`config.mk`:
```
export PLATFORM = sky130hd
export DESIGN_NAME = cic_decim_back_end_flat
export DESIGN_NICKNAME = d
export VERILOG_FILES = /design/src/rtl/cic_pkg.sv /design/src/rtl/cic_decim_back_end_if.sv /design/src/rtl/cic_comb_stage.sv /design/src/rtl/cic_decim_back_end.sv /design/src/flat_wrapper.sv
export SDC_FILE = /design/constraint.sdc
export NUM_CORES = 1
export LEC_CHECK = 0
export CORE_MARGIN = 3
export CORE_UTILIZATION = 63
export DETAILED_ROUTE_END_ITERATION = 7
export GPL_ROUTABILITY_DRIVEN = 0
export GPL_TIMING_DRIVEN = 0
export PLACE_DENSITY = 0.85
export RECOVER_POWER = 25
export REMOVE_ABC_BUFFERS = 1
export SLEW_MARGIN = 20
export SYNTH_ARGS = -nofsm -noshare
export SYNTH_HDL_FRONTEND = slang
export SYNTH_SLANG_ARGS = --single-unit
```
`constraint.sdc`:
```
create_clock -name clk -period 9.49 [get_ports clk]
set_clock_uncertainty 0.15 [all_clocks]
set_input_delay 2.847 -clock clk [delete_from_list [all_inputs] [get_ports clk]]
set_output_delay 2.847 -clock clk [all_outputs]
set_load 0.01 [all_outputs]
```
`src/rtl/cic_pkg.sv`:
```
// Shared CIC decimator types: rate-mode selector, rate word type and a clog2 helper
// used by both the integrator chain and the decimating back-end.
package cic_pkg;

  typedef enum logic {
    RATE_FIXED    = 1'b0,
    RATE_VARIABLE = 1'b1
  } rate_mode_e;

  localparam int unsigned CIC_RATE_DW_DEF = 32;

  typedef logic [CIC_RATE_DW_DEF-1:0] cic_rate_t;

  function automatic int unsigned cic_clog2(input int unsigned value);
    int unsigned result;
    result = 0;
    while ((32'd1 << result) < value) result++;
    return result;
  endfunction

endpackage

```
`src/rtl/cic_decim_back_end_if.sv`:
```
// Streaming bus of the CIC back-end: input samples, rate loads and decimated output.
// The slave modport is the filter's view; the master modport is the producer/consumer side.
interface cic_decim_back_end_if #(
  parameter int INP_DW  = 32,
  parameter int OUT_DW  = 32,
  parameter int RATE_DW = 32
);

  logic signed [INP_DW-1:0]  s_axis_in_tdata;
  logic                      s_axis_in_tvalid;
  logic        [RATE_DW-1:0] s_axis_rate_tdata;
  logic                      s_axis_rate_tvalid;
  logic signed [OUT_DW-1:0]  m_axis_out_tdata;
  logic                      m_axis_out_tvalid;

  modport master (
    output s_axis_in_tdata, s_axis_in_tvalid, s_axis_rate_tdata, s_axis_rate_tvalid,
    input  m_axis_out_tdata, m_axis_out_tvalid
  );

  modport slave (
    input  s_axis_in_tdata, s_axis_in_tvalid, s_axis_rate_tdata, s_axis_rate_tvalid,
    output m_axis_out_tdata, m_axis_out_tvalid
  );

endinterface

```
`src/rtl/cic_comb_stage.sv`:
```
// One CIC comb stage: y = x - x[n-M] evaluated only on input strobes, modulo 2^W.
// Output data and strobe are registered together; data holds between strobes.
module cic_comb_stage #(
  parameter int W = 32,
  parameter int M = 1
) (
  input  logic                clk,
  input  logic                reset,
  input  logic                in_valid,
  input  logic signed [W-1:0] in_data,
  output logic                out_valid,
  output logic signed [W-1:0] out_data
);

  logic signed [W-1:0] dly_q [M];
  logic signed [W-1:0] dly_d [M];
  logic signed [W-1:0] out_data_q, out_data_d;
  logic                out_valid_q, out_valid_d;

  // NOTE: every output of this block gets a default first, so no path can infer a latch.
  always_comb begin
    dly_d       = dly_q;
    out_data_d  = out_data_q;
    out_valid_d = in_valid;
    if (in_valid) begin
      out_data_d = in_data - dly_q[M-1];
      dly_d[0]   = in_data;
      for (int i = 1; i < M; i++) dly_d[i] = dly_q[i-1];
    end
  end

  // NOTE: state updates use <= so every flop samples pre-edge values regardless of block order.
  always_ff @(posedge clk) begin
    if (reset) begin
      // NOTE: the delay line is short and must start from zero, so it is reset like any other flop.
      for (int i = 0; i < M; i++) dly_q[i] <= '0;
      out_data_q  <= '0;
      out_valid_q <= 1'b0;
    end else begin
      dly_q       <= dly_d;
      out_data_q  <= out_data_d;
      out_valid_q <= out_valid_d;
    end
  end

  assign out_valid = out_valid_q;
  assign out_data  = out_data_q;

endmodule

```
`src/rtl/cic_decim_back_end.sv`:
```
// CIC decimator back-end: downsample the integrator output by R (fixed or loadable),
// run CIC_N comb stages of delay CIC_M, keep the OUT_DW MSBs in an output register.
module cic_decim_back_end
  import cic_pkg::*;
#(
  parameter int INP_DW        = 32,
  parameter int OUT_DW        = 32,
  parameter int RATE_DW       = 32,
  parameter int CIC_R         = 10,
  parameter int CIC_N         = 7,
  parameter int CIC_M         = 1,
  parameter int VARIABLE_RATE = 1
) (
  input logic                  clk,
  input logic                  reset,
  cic_decim_back_end_if.slave  bus
);

  localparam rate_mode_e RATE_MODE = (VARIABLE_RATE != 0) ? RATE_VARIABLE : RATE_FIXED;

  logic [RATE_DW-1:0]       rate_eff, cnt_eff;
  logic [RATE_DW-1:0]       cnt_q, cnt_d;
  logic                     keep;
  logic signed [INP_DW-1:0] ds_data_q, ds_data_d;
  logic                     ds_valid_q, ds_valid_d;

  // A rate load applies to the sample of the same cycle and restarts the phase at zero.
  if (RATE_MODE == RATE_VARIABLE) begin : g_var_rate
    logic [RATE_DW-1:0] rate_q, rate_d;

    always_comb begin
      rate_d = bus.s_axis_rate_tvalid ? bus.s_axis_rate_tdata : rate_q;
    end

    always_ff @(posedge clk) begin
      if (reset) rate_q <= RATE_DW'(CIC_R);
      else       rate_q <= rate_d;
    end

    assign rate_eff = rate_d;
    assign cnt_eff  = bus.s_axis_rate_tvalid ? '0 : cnt_q;
  end else begin : g_fix_rate
    assign rate_eff = RATE_DW'(CIC_R);
    assign cnt_eff  = cnt_q;
  end

  always_comb begin
    keep       = bus.s_axis_in_tvalid &&
                 ((rate_eff <= RATE_DW'(1)) || (cnt_eff == rate_eff - RATE_DW'(1)));
    cnt_d      = cnt_eff;
    ds_data_d  = ds_data_q;
    ds_valid_d = keep;
    if (bus.s_axis_in_tvalid) cnt_d = keep ? '0 : cnt_eff + RATE_DW'(1);
    if (keep)                 ds_data_d = bus.s_axis_in_tdata;
  end

  always_ff @(posedge clk) begin
    if (reset) begin
      cnt_q      <= '0;
      ds_data_q  <= '0;
      ds_valid_q <= 1'b0;
    end else begin
      cnt_q      <= cnt_d;
      ds_data_q  <= ds_data_d;
      ds_valid_q <= ds_valid_d;
    end
  end

  logic [CIC_N:0]           stg_valid;
  logic signed [INP_DW-1:0] stg_data [CIC_N+1];

  assign stg_valid[0] = ds_valid_q;
  assign stg_data[0]  = ds_data_q;

  for (genvar k = 0; k < CIC_N; k++) begin : g_comb
    cic_comb_stage #(
      .W (INP_DW),
      .M (CIC_M)
    ) u_comb (
      .clk       (clk),
      .reset     (reset),
      .in_valid  (stg_valid[k]),
      .in_data   (stg_data[k]),
      .out_valid (stg_valid[k+1]),
      .out_data  (stg_data[k+1])
    );
  end

  logic signed [OUT_DW-1:0] out_data_q, out_data_d;
  logic                     out_valid_q, out_valid_d;

  always_comb begin
    out_valid_d = stg_valid[CIC_N];
    out_data_d  = stg_valid[CIC_N] ? stg_data[CIC_N][INP_DW-1 -: OUT_DW] : out_data_q;
  end

  always_ff @(posedge clk) begin
    if (reset) begin
      out_data_q  <= '0;
      out_valid_q <= 1'b0;
    end else begin
      out_data_q  <= out_data_d;
      out_valid_q <= out_valid_d;
    end
  end

  assign bus.m_axis_out_tdata  = out_data_q;
  assign bus.m_axis_out_tvalid = out_valid_q;

endmodule

```
`src/flat_wrapper.sv`:
```
// flat-port wrapper written by rule: the top's interface ports become plain ports
module cic_decim_back_end_flat import cic_pkg::*;
#(
  parameter int INP_DW        = 32,
  parameter int OUT_DW        = 32,
  parameter int RATE_DW       = 32,
  parameter int CIC_R         = 10,
  parameter int CIC_N         = 7,
  parameter int CIC_M         = 1,
  parameter int VARIABLE_RATE = 1
)
  (clk, reset, bus_s_axis_in_tdata, bus_s_axis_in_tvalid, bus_s_axis_rate_tdata, bus_s_axis_rate_tvalid, bus_m_axis_out_tdata, bus_m_axis_out_tvalid);
  cic_decim_back_end_if #(.INP_DW(INP_DW), .OUT_DW(OUT_DW), .RATE_DW(RATE_DW)) bus_i ();
  input logic clk;
  input logic reset;
  input wire logic [$bits(bus_i.s_axis_in_tdata)-1:0] bus_s_axis_in_tdata;
  input wire logic [$bits(bus_i.s_axis_in_tvalid)-1:0] bus_s_axis_in_tvalid;
  input wire logic [$bits(bus_i.s_axis_rate_tdata)-1:0] bus_s_axis_rate_tdata;
  input wire logic [$bits(bus_i.s_axis_rate_tvalid)-1:0] bus_s_axis_rate_tvalid;
  output wire logic [$bits(bus_i.m_axis_out_tdata)-1:0] bus_m_axis_out_tdata;
  output wire logic [$bits(bus_i.m_axis_out_tvalid)-1:0] bus_m_axis_out_tvalid;
  assign bus_i.s_axis_in_tdata = bus_s_axis_in_tdata;
  assign bus_i.s_axis_in_tvalid = bus_s_axis_in_tvalid;
  assign bus_i.s_axis_rate_tdata = bus_s_axis_rate_tdata;
  assign bus_i.s_axis_rate_tvalid = bus_s_axis_rate_tvalid;
  assign bus_m_axis_out_tdata = bus_i.m_axis_out_tdata;
  assign bus_m_axis_out_tvalid = bus_i.m_axis_out_tvalid;
  cic_decim_back_end #(.INP_DW(INP_DW), .OUT_DW(OUT_DW), .RATE_DW(RATE_DW), .CIC_R(CIC_R), .CIC_N(CIC_N), .CIC_M(CIC_M), .VARIABLE_RATE(VARIABLE_RATE)) u_core (.clk(clk), .reset(reset), .bus(bus_i));
endmodule
```
==> results of run 1 <==
==> layer usage <==
metal	share of wire, %	wire, um	GRT usage (%)
met5	0	0	0
met1	45	31200	29.73
met2	48	33200	42.11
met3	4.0	2784	2.959
met4	3.0	2045	8.246
==> power groups by stage <==
stage,Clock [W],Combinational (W),Sequential [W]
finish,0.00259,0.000202,0.00247
global route,0.00273,0.000219,0.00247
floorplan,0,0.0000834,0.00253
CTS,0.00264,0.000198,0.00247
detailed placement,0,0.000197,0.00253
global placement,0,0.000186,0.00253
==> Yosys cell counts (all sizes together) (7+ instances only) <==
library cell	number	area (sq um)
a211oi	51	382.9
a21o	95	713.2
a21oi	211	1056
a221oi	9	78.83
a31o	10	87.58
a31oi	25	156.4
a41oi	9	78.83
and2	24	150.1
and3	33	206.5
and4	39	341.6
buf	53	242.7
clkbuf	133	500.5
dfxtp	585	11710
fa	7	140.1
ha	220	2753
inv	296	1111
mux2i	445	4454
nand2	193	724.4
nand2b	41	256.5
nand3	59	295.3
nand4	27	168.9
nor2	611	2293
nor2b	29	181.4
nor3	132	660.6
nor3b	49	367.9
nor4	8	50.05
o2111ai	7	61.31
o211ai	17	127.6
o21a	33	247.7
o21ai	98	490.5
o21bai	31	232.7
o22ai	13	81.33
o311ai	9	78.83
o31ai	17	141.4
or2	9	56.30
or3	17	106.4
or3b	8	70.06
or4	42	315.3
or4b	9	90.09
xnor2	185	1620
xor2	71	621.9
==> worst max-delay path by stage <==
| stage | startpoint | to | slack (ps) |
|---|---|---|---|
| detailed placement | bus_s_axis_rate_tvalid | u_core.ds_data_q[7]$_SDFFE_PP0N_ | 1460 |
| floorplan | bus_s_axis_rate_tdata[0] | u_core.cnt_q[10]$_SDFF_PP0_ | 1810 |
| finish | reset | u_core.cnt_q[10]$_SDFF_PP0_ | 1610 |
| global placement | reset | u_core.g_comb[2].u_comb.out_data[30]$_SDFFE_PP0P_ | -22510 |
| CTS | bus_s_axis_rate_tvalid | u_core.cnt_q[10]$_SDFF_PP0_ | 2110 |
| global route | reset | u_core.g_comb[2].u_comb.out_data[30]$_SDFFE_PP0P_ | 1260 |
==> flip-flops by register name, summed over array words and instances (netlist names) <==
register and cells:
u_core.g_comb.u_comb.out_data 224, u_core.cnt_q 32, u_core.ds_valid_q 1, u_core.ds_data_q 32, u_core.g_var_rate.rate_q 32, u_core.bus.m_axis_out_tdata 32, u_core.g_comb.u_comb.out_valid 7, u_core.bus.m_axis_out_tvalid 1
u_core.g_comb.u_comb.dly_q 224
==> kinds of logic after synthesis <==
family,count (synthesis),synth area share (%)
AND/OR/NAND/NOR,1342,18.72
AO/OA/AOI/OAI,712,13.72
flip-flops,585,34.06
buffers and inverters,483,5.404
multiplexers,451,13.15
XOR/XNOR,256,6.521
adder cells (fa/ha/maj),227,8.414
==> stage by stage <==
step / TNS [ps] / power (W) / cells / instance area [sq um]
floorplan: 0 / 0.002609 / 3870 / 33640
global placement: -6725930 / 0.002714 / 4658 / 35500
detailed placement: 0 / 0.002723 / 4679 / 36000
CTS: 0 / 0.005306 / 4791 / 38230
global route: 0 / 0.005423 / 4792 / 38230
finish: 0 / 0.005269 / 4792 / 38230
==> final cells by class <==
cell class              count  area, sq um  area share (%)
multi-input cells        2988        20830           54.48
flip-flops and latches    585        11740           30.70
clock buffers              86         1800           4.709
repair buffers            122         1455           3.806
inverters                 297         1119           2.926
well taps                 688        860.8           2.252
clock inverters            26        429.2           1.122
==> worst max-delay path, stage by stage <==
cell	delay (ps)
clkbuf_1	3450
buf_16	350
inv_4	390
nand2_1	710
nor3_1	160
==> impl_metrics.yaml, run 1 <==
outcome:
  status: "finished with violations"
  violations: "capacitance limit, slew limit"
timing:
  fmaxAchievable_ghz: 0.1269
  setup_viol: 0
  rsz0062_at_grt: "false"
  hold_viol_final: 0
  worstMarginPinSlew_ps: 5067
  min_period_ps: 7879
  drv_slew: 105
  period_share_pct: 83.02
  slew_headroom_pct: -237.8
  fin_ws_ps: 1611
  whs_ps: 339.4
die:
  rows: 84
  dieArea_sq_mm: 0.05741
  boundaryPins: 101
  core-area_sq_mm: 0.05329
  die_x_um: 239.6
  die_h_um: 239.6
  start_util_pct: 64.52
synthesis:
  synth_top_flop_cell: "dfxtp_1"
  synth_cell_types: 83
  synthCells: 4056
  async_flop_share_pct: 0
  synth-seq-cells: 585
  yosys_warnings: 0
  synth-seq-area-share_pct: 34.06
  synth_edf_count: 0
  avgSynthCellArea_sq_um: 8.477
  syn-cell-area_sq_mm: 0.03438
power:
  switchingPower_w: 0.001116
  comb_power_share_pct: 3.8
  ir_drop_mv: 0.1650
  intPower_w: 0.004153
  seqPwrFrac_pct: 46.9
  p_leak_nw: 14.50
  p_clk_share_pct: 49.2
  sw_frac_of_total_pct: 21.17
  power_density_mw_per_mm2: 137.8
setup_path:
  required_ps: 9810
  rrSetupSlack_ps: 4430
  rr_startpoint: "u_core.g_var_rate.rate_q[2]$_SDFF_PP0_"
  r2r_cells: 12
  cp.arrival_ps: 8200
  crit_fanout: 130
  startpoint_type: "primary input"
  endpoint_kind: "register"
  worstReg2RegEnd: "u_core.ds_data_q[2]$_SDFFE_PP0N_"
  crit_type: "in -> reg"
drt:
  drc: 0
  wire_per_inst_um: 14.45
  drt_iter0_markers: 1578
  vias_per_cell: 5.779
  dr.pass1.iters: 5
  routed_wl_um: 69230
  dr_total_vias: 27700
  antenna_left: 0
final_layout:
  fill_cells: 3817
  layout_common_cells: "nor2_1, dfxtp_1, mux2i_1"
  final_nets: 4349
  area_growth_pct: 11.20
  final_common_cell: "nor2_1"
  diodes: 0
  final_util_pct: 71.75
  drive_above_1_share_pct: 4.386
worst_hold_path:
  hp-class: "reg -> reg"
  holdPathEnd: "u_core.g_comb[2].u_comb.dly_q[4]$_SDFFE_PP0P_"
  holdPathStages: 2
  hp-start: "u_core.g_comb[2].u_comb.dly_q[4]$_SDFFE_PP0P_"
clock_network:
  cts_inserted_buffers: 60
  cts_max_path_buffers: 3
  postCtsHoldBufs: 0
  cts_resized: 0
  cts.sinks: 585
  h-tree-depth: 2
  cts.clk_slew.worst_paths_ps: 60
  clkLatencyLatePin_ps: 630
  cts-root-buf: "clkbuf_16"
  post-cts-setup-buffers: 0
  cts_tree: "yes"
global_routing:
  antenna_found_initial: 0
  grt_max_degree: 136
  grt_pass1_wl_um: 119700
  overflow: 0
  grt_pass1_vias: 26600
  track_usage_pct: 23.74
placement:
  post-place-ws_ps: 1456
  io_buffers: 100
  dpl.hpwl_um: 46770
job:
  cap_violations: 1
Power figures use the tool's default switching activity.
==> inputs of run 2 (changes only) <==
clock period = 7.67 ns   (was 9.49 ns; I/O delays follow)
==> run 2 against run 1 <==
Compared with the run above:
- sequential share of layout area about the same
- clock power up 24%
- the run still ends with capacitance limit, slew limit left
- register-to-register slack worse by 1800 ps
- core utilization down 0.11 points
- global-route usage unchanged
- cell area down 0.15%
- sequential power up 24%
==> impl_metrics.yaml, run 2 (synthesized netlist as in run 1, its figures left out) <==
setup_path:
  worstReg2RegEnd: "u_core.ds_data_q[2]$_SDFFE_PP0N_"
  rr_startpoint: "u_core.g_var_rate.rate_q[2]$_SDFF_PP0_"
  critPathTopFamily: "simple AND/OR/NAND/NOR gates"
  critPathLaunch: "bus_s_axis_rate_tvalid"
  slowest_stage: "or4_1"
  worstSetupPathDepth: 14
  crit_fanout: 83
  crit_type: "in -> reg"
  max_stage_delay_ps: 760
  endpoint_kind: "register"
  cp-endpoint: "u_core.ds_data_q[2]$_SDFFE_PP0N_"
  startpoint_type: "primary input"
  r2r_cells: 12
  worstPathCellList: "buf_4 > buf_16 > or4b_1 > a22o_1 > or4_1 > mux2i_1 > o2111ai_1 > nor4_1 > nand4_1 > buf_6 > buf_6 > buf_6 > and4_1 > or4_1"
  rrSetupSlack_ps: 2630
  cp_num_buf_inv: 5
  cp.arrival_ps: 7410
  crit_top_cell: "buf_6"
  required_ps: 8010
clock_network:
  post-cts-setup-buffers: 0
  cts_max_path_buffers: 3
  cts_tree: "yes"
  clkLatencyLatePin_ps: 630
  cts.clk_slew.worst_paths_ps: 60
  h-tree-depth: 2
  postCtsHoldBufs: 0
  cts.sinks: 585
  cts_inserted_buffers: 60
  cts-root-buf: "clkbuf_16"
  cts_resized: 0
worst_hold_path:
  hp-class: "reg -> reg"
  holdPathStages: 2
  hp-start: "u_core.g_comb[4].u_comb.dly_q[18]$_SDFFE_PP0P_"
timing:
  hold_viol_final: 0
  slew_headroom_pct: -217.1
  period_share_pct: 92.07
  setup_viol: 0
  fmaxAchievable_ghz: 0.1416
  drv_slew: 389
  fin_ws_ps: 607.9
  min_period_ps: 7062
  rsz0062_at_grt: "false"
  worstMarginPinSlew_ps: 4757
outcome:
  violations: "capacitance limit, slew limit"
  status: "finished with violations"
power:
  power_density_mw_per_mm2: 170.7
  fin_total_pwr_w: 0.006515
  ir_drop_mv: 0.2034
  intPower_w: 0.005133
  p_clk_share_pct: 49.3
  p_leak_nw: 14.48
  seqPwrFrac_pct: 47.0
  switchingPower_w: 0.001382
  comb_power_share_pct: 3.7
  sw_frac_of_total_pct: 21.21
final_layout:
  layout_common_cells: "nor2_1, dfxtp_1, mux2i_1"
  finalNonFillerCells: 4792
  final_common_cell: "nor2_1"
  area_growth_pct: 11.03
  final_nets: 4349
  drive_above_1_share_pct: 4.386
  design_area_sq_mm: 0.03818
  diodes: 0
drt:
  antenna_left: 0
  routed_wl_um: 69270
  wire_per_inst_um: 14.45
  drc: 0
  vias_per_cell: 5.801
  drt_iter0_markers: 1543
  dr_total_vias: 27800
  dr.pass1.iters: 6
global_routing:
  grt_pass1_vias: 26600
  track_usage_pct: 23.74
  grt_max_degree: 136
  overflow: 0
  grt_pass1_wl_um: 119700
  antenna_found_initial: 0
die:
  rows: 84
  die_x_um: 239.6
  dieArea_sq_mm: 0.05741
  core-area_sq_mm: 0.05329
  boundaryPins: 101
  die_h_um: 239.6
  start_util_pct: 64.52
job:
  cap_violations: 3
placement:
  dpl.hpwl_um: 46770
  placed_area_sq_mm: 0.03600
  io_buffers: 100
  post-place-ws_ps: 181.7
  dp.cells: 4679
-- run 2: cell count changes in the layout (fill, tap and decap cells not counted) --
cell / previous run / this run
and2_0: 0 / 1
and2_1: 24 / 23
buf_16: 12 / 9
buf_8: 1 / 2
clkbuf_2: 0 / 2
clkdlybuf4s50_1: 97 / 94
dlygate4sd3_1: 0 / 3
-- run 2: power by group through the flow --
stage / clock network, W / logic, W / registers [W]
final: 0.00321 / 0.000244 / 0.00306
after global routing: 0.00338 / 0.000265 / 0.00306
after global placement: 0 / 0.000231 / 0.00313
after detailed placement: 0 / 0.000243 / 0.00313
after floorplan: 0 / 0.000103 / 0.00312
after CTS: 0.00326 / 0.000245 / 0.00306
-- run 2: worst min path at each step --
stage and to:
3_5_place_dp u_core.g_comb[3].u_comb.dly_q[23]$_SDFFE_PP0P_, 6_report u_core.g_comb[4].u_comb.dly_q[18]$_SDFFE_PP0P_, 3_3_place_gp u_core.bus.m_axis_out_tdata[29]$_SDFFE_PP0P_, 5_1_grt u_core.g_comb[6].u_comb.out_data[0]$_SDFFE_PP0P_, 4_1_cts u_core.g_comb[4].u_comb.out_data[14]$_SDFFE_PP0P_, 2_1_floorplan u_core.g_comb[4].u_comb.out_data[14]$_SDFFE_PP0P_
-- run 2: worst register-to-register path, stage by stage, from the launching register on --
cell	delay, ps
dfxtp_1	390
or4_1	500
a22o_1	350
or4_1	770
mux2i_1	410
o2111ai_1	170
nor4_1	330
nand4_1	450
buf_6	340
buf_6	180
buf_6	170
and4_1	200
or4_1	510
-- run 2: area by class of cell --
class,count,area (sq um)
Multi-Input combinational cell,2988,20830
Fill cell,3824,15110
Sequential cell,585,11740
Clock buffer,86,1800
Timing Repair Buffer,122,1398
Inverter,297,1119
Tap cell,688,860.8
Clock inverter,26,429.2
-- run 2: through the flow --
| stage | TNS (ps) | hold slack (ps) | utilization (%) |
|---|---|---|---|
| 6_report | 0 | 339.5 | 71.64 |
| 5_1_grt | 0 | 357.7 | 71.64 |
| 4_1_cts | 0 | 344.0 | 71.74 |
| 3_5_place_dp | 0 | 329.2 | 67.56 |
| 3_3_place_gp | -7471220 | 318.2 | 66.62 |
| 2_1_floorplan | 0 | 301.3 | - |
-- run 2: routing by layer --
metal	global-route usage, %	routed length, um	vias to the layer above
li1	-	-	14210
met1	29.73	31220	12830
met4	8.246	2018	0
met5	0	0	-
met3	2.959	2772	175
met2	42.11	33260	591
